File: src/rtl/rr_mux4_arbiter_if.sv
// Handshake bundle between four requesters, the arbiter and one consumer.
// The slave modport is the arbiter's view; master is the surrounding logic.
interface rr_mux4_arbiter_if #(
  parameter int DATA_W = 8
);
  logic [3:0]          req_valid;
  logic [4*DATA_W-1:0] req_data;
  logic [3:0]          req_last;
  logic [3:0]          req_ready;
  logic                out_valid;
  logic [DATA_W-1:0]   out_data;
  logic                out_last;
  logic                out_ready;
  logic [3:0]          grant;
  logic [1:0]          sel;

  modport slave (
    input  req_valid, req_data, req_last, out_ready,
    output req_ready, out_valid, out_data, out_last,
    output grant, sel
  );

  modport master (
    output req_valid, req_data, req_last, out_ready,
    input  req_ready, out_valid, out_data, out_last,
    input  grant, sel
  );
endinterface

File: src/rtl/rr_mux4_arbiter.sv
// Round-robin packet arbiter: four requesters share one output channel,
// the grant is held from the first beat through the beat marked last.
module rr_mux4_arbiter #(
  parameter int DATA_W = 8
) (
  input logic clk,
  input logic rst,
  rr_mux4_arbiter_if.slave bus
);

  localparam logic [0:0] IDLE = 1'b0;
  localparam logic [0:0] BUSY = 1'b1;

  logic [0:0] state;
  logic [1:0] ptr;
  logic [1:0] sel_q;
  logic [1:0] win;
  logic       any;
  logic       done;

  // Scan from the farthest slot back to ptr so the nearest one wins.
  always_comb begin
    win = ptr;
    any = 1'b0;
    for (int k = 3; k >= 0; k--) begin
      if (bus.req_valid[ptr + 2'(k)]) begin
        win = ptr + 2'(k);
        any = 1'b1;
      end
    end
  end

  assign done = (state == BUSY) && bus.out_valid
              && bus.out_ready && bus.out_last;

  always_ff @(posedge clk or posedge rst) begin
    if (rst) begin
      state <= IDLE;
      ptr   <= 2'd0;
      sel_q <= 2'd0;
    end else begin
      unique case (state)
        IDLE: begin
          if (any) begin
            state <= BUSY;
            sel_q <= win;
          end
        end
        BUSY: begin
          if (done) begin
            state <= IDLE;
            ptr   <= sel_q + 2'd1;
          end
        end
        default: state <= IDLE;
      endcase
    end
  end

  always_comb begin
    bus.out_valid = 1'b0;
    bus.out_data  = '0;
    bus.out_last  = 1'b0;
    bus.req_ready = 4'b0000;
    bus.grant     = 4'b0000;
    if (state == BUSY) begin
      bus.out_valid        = bus.req_valid[sel_q];
      bus.out_data         =
        bus.req_data[int'(sel_q)*DATA_W +: DATA_W];
      bus.out_last         = bus.req_last[sel_q];
      bus.req_ready[sel_q] = bus.out_ready;
      bus.grant[sel_q]     = 1'b1;
    end
  end

  assign bus.sel = sel_q;

endmodule

File: src/flat_wrapper.sv
// flat-port wrapper written by rule: the top's interface ports become plain ports
module rr_mux4_arbiter_flat 
#(
  parameter int DATA_W = 8
)
  (clk, rst, bus_req_valid, bus_req_data, bus_req_last, bus_out_ready, bus_req_ready, bus_out_valid, bus_out_data, bus_out_last, bus_grant, bus_sel);
  rr_mux4_arbiter_if #(.DATA_W(DATA_W)) bus_i ();
  input logic clk;
  input logic rst;
  input wire logic [$bits(bus_i.req_valid)-1:0] bus_req_valid;
  input wire logic [$bits(bus_i.req_data)-1:0] bus_req_data;
  input wire logic [$bits(bus_i.req_last)-1:0] bus_req_last;
  input wire logic [$bits(bus_i.out_ready)-1:0] bus_out_ready;
  output wire logic [$bits(bus_i.req_ready)-1:0] bus_req_ready;
  output wire logic [$bits(bus_i.out_valid)-1:0] bus_out_valid;
  output wire logic [$bits(bus_i.out_data)-1:0] bus_out_data;
  output wire logic [$bits(bus_i.out_last)-1:0] bus_out_last;
  output wire logic [$bits(bus_i.grant)-1:0] bus_grant;
  output wire logic [$bits(bus_i.sel)-1:0] bus_sel;
  assign bus_i.req_valid = bus_req_valid;
  assign bus_i.req_data = bus_req_data;
  assign bus_i.req_last = bus_req_last;
  assign bus_i.out_ready = bus_out_ready;
  assign bus_req_ready = bus_i.req_ready;
  assign bus_out_valid = bus_i.out_valid;
  assign bus_out_data = bus_i.out_data;
  assign bus_out_last = bus_i.out_last;
  assign bus_grant = bus_i.grant;
  assign bus_sel = bus_i.sel;
  rr_mux4_arbiter #(.DATA_W(DATA_W)) u_core (.clk(clk), .rst(rst), .bus(bus_i));
endmodule
File: config.mk
export PLATFORM = sky130hd
export DESIGN_NAME = rr_mux4_arbiter_flat
export DESIGN_NICKNAME = d
export VERILOG_FILES = /design/src/rtl/rr_mux4_arbiter_if.sv /design/src/rtl/rr_mux4_arbiter.sv /design/src/flat_wrapper.sv
export SDC_FILE = /design/constraint.sdc
export NUM_CORES = 1
export LEC_CHECK = 0
export BUFFER_PORTS_ARGS = -buffer_cell sky130_fd_sc_hd__buf_2
export CORE_ASPECT_RATIO = 1.2
export CORE_MARGIN = 4
export CORE_UTILIZATION = 38
export CTS_CLUSTER_DIAMETER = 30
export CTS_CLUSTER_SIZE = 25
export DETAILED_ROUTE_END_ITERATION = 6
export HOLD_SLACK_MARGIN = 0.05
export PLACE_DENSITY = 0.79
export SLEW_MARGIN = 20
export SYNTH_ARGS = -nofsm -noshare
export SYNTH_HDL_FRONTEND = slang
export SYNTH_SLANG_ARGS = --single-unit
File: constraint.sdc
create_clock -name clk -period 1.54 [get_ports clk]
set_clock_uncertainty 0.05 [all_clocks]
set_input_delay 0 -clock clk [delete_from_list [all_inputs] [get_ports clk]]
set_output_delay 0 -clock clk [all_outputs]
set_load 0.005 [all_outputs]
==> results_dict.tcl <==
set metrics [dict create \
    coreArea_mm2 0.00187 \
    die_y_um 56.8 \
    p_int_mw 1.15 \
    synthFlopType "dfrtp_1" \
    yosys.area_share.simple_pct 23.9 \
    max_freq_ghz 0.620 \
    endpoint_kind "output port" \
    port_buffers 62 \
    routed_wl_um 2420 \
    required_ns 1.49 \
    drt_pre_antenna_iters 4 \
    worst_pin_slew_ns 0.293 \
    synth-xor-area-share_pct 0 \
    final_cell_area_mm2 0.00117 \
    ant_nets 0 \
    cp_slowest_cell "mux4_2" \
    instances_no_fill 165 \
    critPathMaxFanout 9 \
    holdWs_ns 0.0799 \
    hp-class "input port to register" \
    timing.rr.start "u_core.bus.sel[0]" \
    grt_use_total_pct 17.2 \
    clockRootBuffer "clkbuf_4" \
    final_core_util_pct 62.7 \
    syn_to_final_growth_pct 55.8 \
    synthDistinctLibCells 25 \
    start_kind "register" \
    rsz0062_at_grt "yes" \
    grt_max_degree 13 \
    place_ws_ns -0.0158 \
    insertion_delay_ns 0.25 \
    synth_compound_area_share_pct 10.6 \
    violations "negative setup slack" \
    grt_pass1_wl_um 3910 \
    antenna_cells 0 \
    numCtsBuffers 3 \
    fin_crit_ns 1.61 \
    cp_slowest_stage_delay_ns 0.49 \
    synth_fa_ha_area_share_pct 6.64 \
    max-cap-violations 0 \
    timing.rr.end "u_core.ptr[1]" \
    clk_path_buf_depth 2 \
    worstPathArrival_ns 1.56 \
    setup_viol 10 \
    path_class "register to output port" \
    numClockSinks 5 \
    p_seq_share_pct 15.8 \
    place_inst 158 \
    cts_tree "done" \
    final_cell_mix "buf_2, and2_1, mux4_2" \
    syn_nets 124 \
    synth_top_family_by_area "multiplexers" \
    wl_per_cell_um 14.7 \
    row_count 17 \
    r2r_slack_ns -0.06 \
    drc 0 \
    power_leakage_nw 0.641 \
    cp-endpoint "bus_out_data[2]" \
    crit_chain "buf_12 -> mux4_2 -> and2_4 -> buf_6" \
    hold_viol_final 0 \
    outcome "finished, violations left" \
    synth_edf_count 0 \
    finalNetCount 194 \
    combPwrFrac_pct 75.9 \
    fin_total_pwr_mw 1.91 \
    gp_congestion 0.927 \
    yosysWarnings 0 \
    synthesis.area_um2 753 \
    clk_pin_slew_worst_paths_ns 0.05 \
    htreeDepth 1 \
    r2r_cells 5 \
    ys_async_sr_fraction_pct 100 \
    drt_iter0_drc 31 \
    crit_start "u_core.bus.sel[0]" \
    p_sw_mw 0.754 \
    muxShareOfSynthArea_pct 33.9 \
    placed_area_mm2 0.00109 \
    viasPerCell 5.50 \
    num_io_pins 63 \
    p_sw_share_pct 39.6 \
    ir_drop_mv 0.913 \
    yosysSeqAreaShare_pct 16.6 \
    grt_pass1_vias 909 \
    drive_gt1_share_pct 60.3 \
    powerDensity_mw_per_mm2 1620 \
    pwr-share-clk_pct 8.4 \
    fin_tns_setup_ns -0.574 \
    postSynthCellCount 77 \
    slew_headroom_pct 79.9 \
    slew_violations 0 \
    die_area_mm2 0.00276 \
    final_common_cell "buf_2" \
    ys_ff_latch 5 \
    start_util_pct 40.2 \
    antenna_found_initial 0 \
    die-width_um 48.6 \
    syn_area_per_cell_um2 9.78 \
    hpwl_um 1960 \
    setup_ws_ns -0.0721 \
    finalCritPeriodShare_pct 105 \
    num_vias 908 \
    grt_overflow 0 \
]
[timing repair]
| item | 4_1_cts | 5_1_grt |
|---|---|---|
| hold endpoints to repair | 6 | 0 |
| resized for setup | 1 | 7 |
| buffers inserted | 1 | 0 |
| hold buffers | 2 | 0 |
| endpoints found under the setup margin | 9 | 18 |
| pin swaps | 4 | 0 |
[how the worst min path moves through the flow]
stage,from,to,depth (start not counted)
floorplan,rst,u_core.bus.sel[0],1
global placement,rst,u_core.ptr[0],2
detailed placement,rst,u_core.bus.sel[1],2
CTS,bus_req_valid[1],u_core.bus.sel[0],3
global route,bus_req_valid[2],u_core.bus.sel[1],3
finish,bus_req_valid[1],u_core.bus.sel[0],3
[power groups by stage]
stage	registers [mW]	clock network [mW]	logic (mW)
floorplan	0.257	0	0.920
global placement	0.287	0	1.31
detailed placement	0.294	0	1.34
CTS	0.294	0.161	1.37
global route	0.309	0.174	1.59
finish	0.301	0.159	1.45
[critical path: cells and delay by family, from the launching register on]
kind | cells | cell delay [ns]
buffers and inverters | 2 | 0.26
multiplexers | 1 | 0.49
flip-flops | 1 | 0.39
AND/OR/NAND/NOR | 1 | 0.17
[cells by family after synthesis]
| group | count (synthesis) |
|---|---|
| adder cells (fa/ha/maj) | 4 |
| flip-flops | 5 |
| multiplexers | 15 |
| AO/OA/AOI/OAI | 11 |
| AND/OR/NAND/NOR | 32 |
| buffers and inverters | 10 |
[routing by layer]
layer	part of all wire (%)	wire (um)	up-vias	global-route usage (%)
li1	-	-	422	-
met1	37	892	415	18.8
met2	49	1180	69	30.8
met3	14	330	2	7.16
met4	0.62	15	0	3.46
met5	0	0	-	0
[cell usage after synthesis (2+ instances only)]
cell      instances  area share (%)
a21oi_1           3             2.0
and2_1           12              10
and3_1            5             4.2
clkbuf_1          2             1.0
dfrtp_1           5              17
ha_1              4             6.6
inv_1             5             2.5
mux2i_1           6             8.0
mux4_2            8              24
nand2_1           7             3.5
nand2b_1          4             3.3
o22ai_1           2             1.7
o22ai_2           2             3.3
[area by class of cell]
class                           instances  area, um2
Clock buffer                            4       26.3
Fill cell                             160        698
Inverter                                5       18.8
Multi-Input combinational cell         62        571
Sequential cell                         5        126
Tap cell                               19       23.8
Timing Repair Buffer                   70        408
[flip-flops by register name, indices dropped and copies added (netlist names)]
register	cells
u_core.state	1
u_core.bus.sel	2
u_core.ptr	2
(Power assumes the default switching activity.)
